`src/rtl/fetcher_pkg.sv`:
```
// fetcher_pkg: shared bus types, opcodes, prediction flags and the static branch predictor.
package fetcher_pkg;
  typedef logic [31:0] inst_bus_t;
  typedef logic [31:0] addr_bus_t;
  localparam logic [6:0] OP_JAL = 7'b1101111;
  localparam logic [6:0] OP_BRANCH = 7'b1100011;
  localparam logic JUMP = 1'b1;
  localparam logic NOT_JUMP = 1'b0;
  localparam int QUEUE_DEPTH_DEF = 4;
  typedef struct packed {
    inst_bus_t inst;
    addr_bus_t pc;
    logic      pd;
  } entry_t;
  typedef struct packed {
    logic      pd;
    addr_bus_t next;
  } pred_t;
  // Backward branches and JAL are predicted taken; JALR cannot be resolved here.
  function automatic pred_t predict(input inst_bus_t inst, input addr_bus_t pc);
    addr_bus_t j_imm;
    addr_bus_t b_imm;
    logic is_jal;
    logic is_bwd;
    j_imm = {{12{inst[31]}}, inst[19:12], inst[20], inst[30:21], 1'b0};
    b_imm = {{20{inst[31]}}, inst[7], inst[30:25], inst[11:8], 1'b0};
    is_jal = inst[6:0] == OP_JAL;
    is_bwd = inst[6:0] == OP_BRANCH && inst[31];
    predict.pd = is_jal || is_bwd ? JUMP : NOT_JUMP;
    predict.next = is_jal ? pc + j_imm : is_bwd ? pc + b_imm : pc + 32'd4;
  endfunction
endpackage

```
`src/rtl/fetcher_queue.sv`:
```
// fetch_queue: circular instruction queue with occupancy count and synchronous flush.
module fetch_queue
  import fetcher_pkg::*;
#(
  parameter int DEPTH = QUEUE_DEPTH_DEF
) (
  input  logic                   clk,
  input  logic                   rst_n,
  input  logic                   clr_i,
  input  logic                   push_i,
  input  logic                   pop_i,
  input  entry_t                 data_i,
  output entry_t                 head_o,
  output logic [$clog2(DEPTH):0] count_o
);
  localparam int AW = $clog2(DEPTH);
  localparam int CW = AW + 1;
  entry_t mem_q [DEPTH];
  logic [AW-1:0] wr_q, wr_d, rd_q, rd_d;
  logic [CW-1:0] count_q, count_d;
  always_comb begin
    wr_d = clr_i ? '0 : push_i ? wr_q + AW'(1) : wr_q;
    rd_d = clr_i ? '0 : pop_i ? rd_q + AW'(1) : rd_q;
    count_d = clr_i ? '0 : count_q + CW'(push_i) - CW'(pop_i);
  end
  always_ff @(posedge clk or negedge rst_n) begin
    if (!rst_n) begin
      wr_q <= '0;
      rd_q <= '0;
      count_q <= '0;
    end else begin
      wr_q <= wr_d;
      rd_q <= rd_d;
      count_q <= count_d;
    end
  end
  always_ff @(posedge clk) begin
    if (push_i && !clr_i) mem_q[wr_q] <= data_i;
  end
  assign head_o = mem_q[rd_q];
  assign count_o = count_q;
endmodule

```
`src/rtl/fetcher.sv`:
```
// fetcher: instruction fetch FSM with static prediction feeding a decoder through fetch_queue.
module fetcher
  import fetcher_pkg::*;
#(
  parameter int        QUEUE_DEPTH = QUEUE_DEPTH_DEF,
  parameter addr_bus_t RESET_PC    = 32'h0
) (
  input  logic      clk,
  input  logic      rst,
  input  logic      rdy,
  output logic      oMC_en,
  output addr_bus_t oMC_addr,
  input  logic      iMC_done,
  input  inst_bus_t iMC_data,
  output logic      oDEC_en,
  output inst_bus_t oDEC_inst,
  output addr_bus_t oDEC_pc,
  output logic      oDEC_pd,
  input  logic      iDEC_full,
  input  logic      iROB_clr,
  input  addr_bus_t iROB_pc
);
  localparam int CW = $clog2(QUEUE_DEPTH) + 1;
  localparam logic [CW-1:0] FULL = CW'(QUEUE_DEPTH);
  localparam logic [1:0] S_IDLE = 2'd0;
  localparam logic [1:0] S_BUSY = 2'd1;
  localparam logic [1:0] S_DISCARD = 2'd2;
  logic [1:0] state_q, state_d;
  addr_bus_t pc_q, pc_d, mc_addr_q, mc_addr_d;
  logic mc_en_q, mc_en_d, dec_en_q;
  entry_t dec_q, head;
  logic [CW-1:0] count;
  logic clr, push, issue;
  pred_t pred;
  assign clr = rdy && iROB_clr;
  assign push = rdy && !iROB_clr && state_q == S_BUSY && iMC_done;
  assign issue = rdy && !iROB_clr && !iDEC_full && |count;
  assign pred = predict(iMC_data, pc_q);
  fetch_queue #(.DEPTH(QUEUE_DEPTH)) u_queue (
    .clk    (clk),
    .rst_n  (rst),
    .clr_i  (clr),
    .push_i (push),
    .pop_i  (issue),
    .data_i ('{inst: iMC_data, pc: pc_q, pd: pred.pd}),
    .head_o (head),
    .count_o(count)
  );
  // A flushed in-flight read still has to be drained, so DISCARD keeps the old request up.
  always_comb begin
    state_d = state_q;
    pc_d = pc_q;
    mc_en_d = mc_en_q;
    mc_addr_d = mc_addr_q;
    if (rdy) begin
      case (state_q)
        S_IDLE: begin
          if (!iROB_clr && count != FULL) begin
            state_d = S_BUSY;
            mc_en_d = 1'b1;
            mc_addr_d = pc_q;
          end
        end
        S_BUSY: begin
          if (iMC_done) begin
            state_d = S_IDLE;
            mc_en_d = 1'b0;
            pc_d = pred.pd ? pred.next : pc_q + 32'd4;
          end else if (iROB_clr) begin
            state_d = S_DISCARD;
          end
        end
        S_DISCARD: begin
          if (iMC_done) begin
            state_d = S_IDLE;
            mc_en_d = 1'b0;
          end
        end
        default: begin
          state_d = S_IDLE;
          mc_en_d = 1'b0;
        end
      endcase
      if (iROB_clr) pc_d = iROB_pc;
    end
  end
  always_ff @(posedge clk or negedge rst) begin
    if (!rst) begin
      state_q <= S_IDLE;
      pc_q <= RESET_PC;
      mc_en_q <= 1'b0;
      mc_addr_q <= '0;
      dec_en_q <= 1'b0;
      dec_q <= '{inst: '0, pc: '0, pd: NOT_JUMP};
    end else begin
      state_q <= state_d;
      pc_q <= pc_d;
      mc_en_q <= mc_en_d;
      mc_addr_q <= mc_addr_d;
      dec_en_q <= issue;
      if (issue) dec_q <= head;
    end
  end
  assign oMC_en = mc_en_q;
  assign oMC_addr = mc_addr_q;
  assign oDEC_en = dec_en_q;
  assign oDEC_inst = dec_q.inst;
  assign oDEC_pc = dec_q.pc;
  assign oDEC_pd = dec_q.pd;
endmodule

```
`config.mk`:
```
export PLATFORM = sky130hd
export DESIGN_NAME = fetcher
export DESIGN_NICKNAME = d
export VERILOG_FILES = /design/src/rtl/fetcher_pkg.sv /design/src/rtl/fetcher_queue.sv /design/src/rtl/fetcher.sv
export SDC_FILE = /design/constraint.sdc
export NUM_CORES = 1
export LEC_CHECK = 0
export ABC_AREA = 1
export ABC_CLOCK_PERIOD_IN_PS = 4700
export CORE_ASPECT_RATIO = 1.75
export CORE_MARGIN = 4
export CORE_UTILIZATION = 40
export DETAILED_ROUTE_END_ITERATION = 6
export GPL_TIMING_DRIVEN = 0
export PLACE_DENSITY = 0.6
export SLEW_MARGIN = 20
export SYNTH_ARGS = -nofsm -noshare
export SYNTH_HDL_FRONTEND = slang
export SYNTH_HIERARCHICAL = 1
export SYNTH_SLANG_ARGS = --single-unit
```
`constraint.sdc`:
```
create_clock -name clk -period 4.7 [get_ports clk]
set_clock_uncertainty 0.15 [all_clocks]
set_input_delay 0.47 -clock clk [delete_from_list [all_inputs] [get_ports clk]]
set_output_delay 0.47 -clock clk [all_outputs]
set_load 0.1 [all_outputs]
```
== Yosys cells after proc, flatten, opt, wreduce, memory -nomap -nowiden ==
Memory sizes are Yosys's and may differ from the RTL's. A register that Yosys moved wholly into a read port is not among the register bits.
Index checks and enable logic that the tools add are counted.

* Add/subtract/negate cells: 7
* Reductions and logical operators: 25
* Equal/unequal tests: 9
* Mux-type cells: 22

{| class="wikitable"
|+ Operators with widths
! cell !! number
|-
| $mux W32 || 6
|-
| $add A32 B32 Y32 || 2
|-
| $add A32 B3 Y32 const B || 1
|-
| $mux W2 || 8
|-
| $eq A7 B7 Y1 const B || 2
|-
| $logic_and A1 B1 Y1 || 9
|-
| $reduce_and A3 Y1 || 3
|-
| $reduce_bool A2 Y1 || 4
|-
| $ne A3 B3 Y1 const B || 2
|-
| $pmux W2 S3 || 1
|-
| $mux W1 || 5
|-
| $add A2 B1 Y2 const B || 2
|-
| $logic_not A1 Y1 || 4
|-
| $ne A2 B2 Y1 const B || 2
|-
| $reduce_and A4 Y1 || 1
|-
| $add A3 B1 Y3 || 1
|-
| $mux W3 || 1
|-
| $reduce_or A3 Y1 || 1
|-
| $sub A3 B1 Y3 || 1
|-
| $eq A2 B1 Y1 const B || 1
|-
| $eq A2 B2 Y1 const B || 1
|-
| $logic_not A2 Y1 || 1
|-
| $ne A2 B1 Y1 const B || 1
|-
| $pmux W1 S2 || 1
|-
| other kinds (2) || 2
|}

* Memories: 1
* RAM bits: 260
* Register bits after elaboration: 75
* Input bits: 70

{| class="wikitable"
|+ Memory list
! name !! depth !! width !! rd ports !! clocked after memory_dff !! wr ports !! RTL line !! RTL
|-
| u_queue.mem_q || 4 || 65 || 1 || 1 || 1 || fetcher_queue.sv:18 || <nowiki>entry_t mem_q [DEPTH];</nowiki>
|}

== Logic depth before layout (Yosys ltp) ==
Gate-level depths: netlist of the first run.

* Depth in word-level cells: 8
* Mapped depth: 18

== Cells and area by module ==
Netlist of the first run, hierarchy kept.

{| class="wikitable"
|+ Modules (own cells, without submodules)
! module !! instances !! area an instance (um2) !! seq. area each (um2) !! cells an instance
|-
| fetch_queue || 1 || 10,705.3 || 7,982.7 || 810
|-
| fetcher || 1 || 10,118.5 || 3,328.2 || 1,586
|}

== Worst setup path before layout of the first run ==
Ideal clock, no wire load.

* Path type: register to register
* From: register state_q[1]
* To: memory u_queue/mem_q[0][0] (netlist bit), enable pin
* Slack: 71 ps
* Period minus slack after synthesis: 4,629 ps
* Buffers on the path: 0
* Cell stages (with the launch flop): 7
* Arrival: 3,990 ps
* Cell sequence: dfrtp_1 inv_1 ha_1 nand3_1 nor2_1 nand2_1 nor2_1

* Word-level cells in the longest chain between the ends: 6

{| class="wikitable"
|+ Ends and longest elaborated chain
! item !! RTL line !! RTL
|-
| from (decl) || fetcher.sv:28 || <nowiki>logic [1:0] state_q, state_d;</nowiki>
|-
| from (signal assigned) || fetcher.sv:96 || <nowiki>state_q <= state_d;</nowiki>
|-
| $eq A2 B1 Y1 || fetcher.sv:36 || <nowiki>assign push = rdy && !iROB_clr && state_q == S_BUSY && iMC_done;</nowiki>
|-
| $logic_and A1 B1 Y1 (2 in a row) || fetcher.sv:36 ||
|-
| via push || fetcher.sv:33 || <nowiki>logic clr, push, issue;</nowiki>
|-
| $logic_and A1 B1 Y1 || fetcher_queue.sv:38 || <nowiki>if (push_i && !clr_i) mem_q[wr_q] <= data_i;</nowiki>
|-
| $mux W1 || fetcher_queue.sv:38 ||
|-
| $mux W1 (implied by the code) || fetcher_queue.sv:38 ||
|-
| to (decl) || fetcher_queue.sv:18 ||
|}

The timed path passes the listed nets, and every way through them passes these cells.

== Final worst setup path of the first run ==
* From: input rdy
* To: memory u_queue/mem_q[1][6] (netlist bit), enable pin

* Elaborated cells between the ends (all ways): 8

{| class="wikitable"
|+ RTL lines
! item !! RTL line !! RTL
|-
| from (decl) || fetcher.sv:10 || <nowiki>input logic rdy,</nowiki>
|-
| $logic_and A1 B1 Y1 || fetcher.sv:35 || <nowiki>assign clr = rdy && iROB_clr;</nowiki>
|-
| via clr || fetcher.sv:33 ||
|-
| $logic_not A1 Y1 || fetcher_queue.sv:38 ||
|-
| $logic_and A1 B1 Y1 || fetcher_queue.sv:38 ||
|-
| $mux W1 || fetcher_queue.sv:38 ||
|-
| $mux W1 (implied by the code) || fetcher_queue.sv:38 ||
|}

The timed path passes the listed nets, and every way through them passes these cells.

==> impl_metrics.toml, run 1 <==
[outcome]
status = "finished with violations"
violations = "DRC"

[worst_setup_path]
cp-start-kind = "input port"
worst-endpoint-required_ns = 4.78
cp-end-kind = "register"
r2r-end = "u_queue/mem_q[1][6]$_DFFE_PP_"
rr_worst_depth = 9
reg2reg_slack_ns = 1.13
crit_end = "u_queue/mem_q[1][6]$_DFFE_PP_"
r2r_start = "state_q[1]$_DFFE_PN0P_"
path_class = "in -> reg"
critical_path.max_fanout = 21
startpoint = "rdy"
worst-endpoint-arrival_ns = 3.95

[die]
ios = 169
rows = 110
dieWidth_um = 180
start_util_pct = 40.5
die_y_um = 310
die_area_um2 = 55900
core-area_um2 = 51500

[layout]
drive_above_1_share_pct = 6.42
final_cell_area_um2 = 24900
syn_to_final_growth_pct = 19.6
fill_cells = 4971
final_net_count = 2742
fin_cells = 3319

[sta]
period_share_pct = 82.2
holdWs_ns = 0.291
min_period_ns = 3.87
setup_slack_ns = 0.835
setup_viol = 0
tightest_slew_ns = 1.01
max_freq_ghz = 0.259
rsz0062_at_grt = "false"
slew_violations = 0
slew-limit-headroom_pct = 32.5
finalHoldViolations = 0

[synthesis]
synthXorXnorAreaFrac_pct = 1.05
synth_edf_count = 260
synthCells = 2396
async_flop_share_pct = 35.0
yosysUniqueCellTypes = 45
synth_seq_cells = 400
synthAdderAreaFrac_pct = 3.47
synth_top_area_share_pct = 37.5
syn_nets = 2522
synth_area_leader_cell = "edfxtp_1"
netlist_area_um2 = 20800
yosysWarnings = 6
synth_compound_area_share_pct = 9.77
syn_avg_cell_area_um2 = 8.69
synth_top_family_by_area = "simple AND/OR/NAND/NOR gates"
synth-simple-area-share_pct = 23.0
synthMuxAreaShare_pct = 0.216
ys_seq_area_share_pct = 54.3
synth.area.top_cells = "edfxtp_1 (37%), dfrtp_1 (17%), nand2_1 (16%)"
synthFlopType = "edfxtp_1"

[detailed_routing]
num_vias = 17400
drc_errors = 1
ant_nets = 0
vias_per_cell = 5.25
initialDrtViolationCount = 1335
first_pass_iters = 7
wire_per_inst_um = 21.9
wl_um = 72700

[clock_network]
cts_tree = "yes"
cts_made_buffers = 38
cts_resized = 0
clockBufferDepth = 3
cts.clk_slew.worst_paths_ns = 0.07
htreeDepth = 2
clk_latency_ns = 0.55
cts_root_buf = "clkbuf_16"
clock-sinks = 400

[hold_path]
hp-class = "in -> async"

[grt]
antenna_found_initial = 0
grt_pass1_vias = 17600
grt_max_degree = 84
grt_pass1_wl_um = 106000
overflow = 0
track_usage_pct = 25.3

[run]
maxCapViolCount = 0

[power]
peakVddDrop_mv = 0.375
finalPower_mw = 15.7
leakagePower_nw = 11.2
powerDensity_nw_per_um2 = 632

[place]
post-dp-hpwl_um = 56000
placed_cells = 3247
gp_congestion = 1.04
pre_cts_ws_ns = 0.261
place_area_um2 = 23700
io_buffers = 168
[worst max-delay path, stage by stage]
cell and delay (ns):
clkdlybuf4s50_1 0.48, nand2_1 0.51, inv_1 0.19, clkbuf_1 0.40, inv_1 0.37, nand2_1 0.30
nor2_4 0.56, buf_16 0.23, buf_16 0.18, buf_16 0.19
[cells by family (layout without fill, tap and decap cells)]
logic type                 after synthesis  count (layout)
and+or+nand+nor                       1166            1166
buffers and inverters                  420             670
DFF                                    400             400
AOI/OAI and AO/OA                      325             325
adders and majority gates               56              56
xor gates and xnor gates                25              25
muxes                                    4               4
other                                    0               1
[layout by cell type (no fill, tap or decap), types with 14 or more instances in the layout]
| cell type | n |
|---|---|
| nand3_1 | 124 |
| a21oi_1 | 71 |
| buf_2 | 29 |
| nor2_1 | 101 |
| clkbuf_1 | 36 |
| o21ai_0 | 82 |
| clkdlybuf4s50_1 | 166 |
| o211ai_1 | 137 |
| inv_1 | 325 |
| clkbuf_16 | 38 |
| nor3_1 | 14 |
| ha_1 | 53 |
| xor2_1 | 24 |
| dfrtp_1 | 140 |
| nand4_1 | 18 |
| nand2_1 | 865 |
| edfxtp_1 | 260 |
[cell usage after synthesis, drive strengths merged (17+ instances only)]
cell type	n
nand2	870
inv	336
edfxtp	260
dfrtp	140
o211ai	137
nand3	128
nor2	120
o21ai	92
a21oi	71
ha	53
buf	46
clkbuf	32
xor2	24
nand4	20
nor3	17
[worst min-delay path by stage]
stage	cells past startpoint	from	slack, ns	to
6_report	2	rst	0.29	oDEC_pc[29]$_DFFE_PN0P_
5_1_grt	2	rst	0.34	oDEC_inst[0]$_DFFE_PN0P_
4_1_cts	2	rst	0.30	oDEC_en$_DFF_PN0_
3_5_place_dp	1	rst	0.29	oDEC_inst[0]$_DFFE_PN0P_
3_3_place_gp	2	oDEC_inst[14]$_DFFE_PN0P_	0.31	oDEC_inst[14]$_DFFE_PN0P_
2_1_floorplan	0	rst	0.02	oDEC_en$_DFF_PN0_
[per-layer routing]
metal	track usage [%]	up-vias	part of all wire [%]
met5	0	-	0
met4	16.6	0	7.5
met3	2.33	202	4.4
met2	46.9	595	52
met1	27.4	8315	36
li1	-	8322	-
[cell type report]
cell class / instances / area (µm²) / area share, %
clock buffers: 47 / 1020 / 4.12
diodes: 1 / 2.50 / 0.0100
plain buffers: 78 / 419 / 1.68
inverters: 342 / 1280 / 5.16
clock inverters: 23 / 210 / 0.844
well taps: 672 / 841 / 3.38
flip-flops and latches: 400 / 11300 / 45.4
multi-input cells: 1576 / 7840 / 31.5
repair buffers: 180 / 1960 / 7.89
[registers in the layout, indices dropped and copies added, names as in the netlist, 2 cells and up]
| register | count |
|---|---|
| u_queue/wr_q | 2 |
| u_queue/count_o | 3 |
| u_queue/rd_q | 2 |
| state_q | 2 |
| oDEC_inst | 32 |
| pc_q | 32 |
| oDEC_pc | 32 |
| u_queue/mem_q | 260 |
| oMC_addr | 32 |
[stage by stage]
stage	TNS, ns	utilization, %
after floorplan	0	-
after global placement	-1326.24	45.4
after detailed placement	0	46.0
after CTS	0	48.4
after global routing	0	48.4
final	0	48.4
[power by group]
part | internal (mW) | switching, mW | total (mW)
logic | 1.85 | 5.76 | 7.62
clock network | 1.69 | 1.38 | 3.07
registers | 4.41 | 0.632 | 5.05
total | 7.96 | 7.77 | 15.7
[timing repair]
action / 4_1_cts / 5_1_grt
hold endpoints to repair: 57 / 0
buffers inserted: 0 / 0
hold buffers: 1 / 0
No activity file was read; power rests on OpenSTA's default activity.
==> inputs of run 2 (changes only) <==
--- a/config.mk
+++ b/config.mk
@@ -6,7 +6,7 @@
 export NUM_CORES = 1
 export LEC_CHECK = 0
 export ABC_AREA = 1
-export ABC_CLOCK_PERIOD_IN_PS = 4700
+export ABC_CLOCK_PERIOD_IN_PS = 3350
 export CORE_ASPECT_RATIO = 1.75
 export CORE_MARGIN = 4
 export CORE_UTILIZATION = 40
==> constraint.sdc (replaced) <==
create_clock -name clk -period 3.35 [get_ports clk]
set_clock_uncertainty 0.15 [all_clocks]
set_input_delay 0.335 -clock clk [delete_from_list [all_inputs] [get_ports clk]]
set_output_delay 0.335 -clock clk [all_outputs]
set_load 0.1 [all_outputs]
==> run 2 against run 1 <==
  * The run now ends clean
  * Setup slack got worse by 0.66 ns
  * Hold slack worse by 0.13 ns
  * First-iteration DRC count fell by 20%
  * Sequential power increased by 41%
  * Non-clock buffer count is 12 higher
  * Clock power increased by 33%
  * Critical endpoint is now pc_q[4]$_DFFE_PN0P_
  * Largest power group unchanged
==> impl_metrics.toml, run 2 (same netlist as run 1, synthesis figures left out) <==
[worst_setup_path]
r2r_start = "pc_q[1]$_DFFE_PN0P_"
max_stage_delay_ns = 0.57
path_class = "in -> reg"
cp-start-kind = "input port"
reg2reg_slack_ns = 0.18
r2r-end = "pc_q[29]$_DFFE_PN0P_"
critical_path.max_fanout = 10
worst-endpoint-arrival_ns = 3.45
cp_cell_sequence = "clkdlybuf4s50_1 > nand2_1 > nor2_2 > nand4_2 > nand2_2 > inv_2 > nor2_4 > o221ai_1 > a31oi_1"
rr_worst_depth = 15
worst-endpoint-required_ns = 3.63
cp-end-kind = "register"
crit_slowest_cell = "clkdlybuf4s50_1"

[outcome]
status = "finished clean"

[place]
post-dp-hpwl_um = 57400
pre_cts_ws_ns = -0.657
io_buffers = 168
gp_congestion = 1.01
place_area_um2 = 23700
placed_cells = 3249

[layout]
drive_above_1_share_pct = 6.30
final_core_util_pct = 48.5
mostFrequentLayoutCells = "nand2_1 (865), inv_1 (325), edfxtp_1 (260)"
top_register = "u_queue/mem_q"
final_cell_area_um2 = 24900
final_net_count = 2752
largest_register_ffs = 260
syn_to_final_growth_pct = 19.8
fin_cells = 3325
fill_cells = 4934
final_common_cell = "nand2_1"

[clock_network]
cts_root_buf = "clkbuf_16"
clock-sinks = 400
clockBufferDepth = 3
clk_latency_ns = 0.52
cts_made_buffers = 36
cts.clk_slew.worst_paths_ns = 0.07
cts_tree = "yes"
htreeDepth = 2

[sta]
period_share_pct = 94.6
max_freq_ghz = 0.315
finalHoldViolations = 0
min_period_ns = 3.17
tightest_slew_ns = 1.10
setup_viol = 0
setup_slack_ns = 0.180
rsz0062_at_grt = "true"
slew-limit-headroom_pct = 26.2
slew_violations = 0

[detailed_routing]
wire_per_inst_um = 21.8
vias_per_cell = 5.14
wl_um = 72600
initialDrtViolationCount = 1072
ant_nets = 0
num_vias = 17100
drc_errors = 0
first_pass_iters = 5

[power]
seqPwrFrac_pct = 32.5
switching_share_pct = 49.2
powerDensity_nw_per_um2 = 877
peakVddDrop_mv = 0.464
pwr-share-clk_pct = 18.6
p_int_mw = 11.1
finalPower_mw = 21.9
comb_power_share_pct = 48.9
leakagePower_nw = 11.2
switchingPower_mw = 10.8

[die]
dieWidth_um = 180
rows = 110
die_y_um = 310
core-area_um2 = 51500
die_area_um2 = 55900
start_util_pct = 40.5
ios = 169

[grt]
grt_pass1_vias = 17300
antenna_found_initial = 1
track_usage_pct = 25.5
grt_max_degree = 87
overflow = 0
grt_pass1_wl_um = 107000

[run]
maxCapViolCount = 0

[hold_path]
hp-class = "in -> async"
-- run 2: area by class of cell --
class                      instances  area (µm²)  share of cell area [%]
tap                              672         841                    3.37
clock inverter                    13         149                   0.597
clock buffer                      51         998                    4.00
multi-input combinational       1576        7840                    31.4
inverter                         342        1280                    5.15
timing repair buffer             192        2100                    8.41
antenna                            1        2.50                  0.0100
sequential                       400       11300                    45.3
buffer                            78         418                    1.68
-- run 2: per-layer routing --
layer	GRT usage [%]	part of all wire (%)	routed length, µm	vias to the layer above
met3	2.32	3.5	2570	175
li1	-	-	-	8313
met4	14.3	6.5	4710	0
met2	49.0	54	39100	499
met5	0	0	0	-
met1	27.3	36	26200	8107
-- run 2: per-stage QoR --
step                TNS [ns]  hold slack (ns)
floorplan             -65.42           -0.111
global placement    -1302.87            0.311
detailed placement   -103.75            0.135
CTS                        0            0.173
global route         -0.0436            0.158
finish                     0            0.160
-- run 2: worst max-delay path, delay by kind of cell --
family | cells | cell delay [ns]
and+or+nand+nor | 5 | 1.78
buffers and inverters | 2 | 0.82
AOI/OAI and AO/OA | 2 | 0.49
-- run 2: what timing repair did --
item	4_1_cts	5_1_grt
setup buffers	7	3
setup endpoints to repair	26	27
hold buffers	1	0
cloned	0	0
pin swaps	2	1
resized for setup	0	2
hold endpoints to repair	54	0
-- run 2: how the worst max path moves through the flow --
stage / depth (start not counted) / from / to / slack (ns)
global placement: 1 / rst / oDEC_pc[5]$_DFFE_PN0P_ / -4.06
detailed placement: 9 / rdy / u_queue/mem_q[0][53]$_DFFE_PP_ / -0.66
finish: 9 / iMC_data[6] / pc_q[4]$_DFFE_PN0P_ / 0.18
global route: 17 / pc_q[1]$_DFFE_PN0P_ / pc_q[23]$_DFFE_PN0P_ / -0.04
CTS: 9 / rdy / u_queue/mem_q[2][7]$_DFFE_PP_ / 0.01
floorplan: 6 / state_q[1]$_DFFE_PN0P_ / u_queue/mem_q[0][0]$_DFFE_PP_ / -0.25
-- run 2: power by group through the flow --
stage	combinational (mW)	sequential (mW)	clock, mW
2_1_floorplan	3.55	11.0	0
3_3_place_gp	10.6	7.18	0
3_5_place_dp	10.7	7.19	0
4_1_cts	10.7	7.10	4.17
5_1_grt	11.4	7.21	4.38
6_report	10.7	7.11	4.08
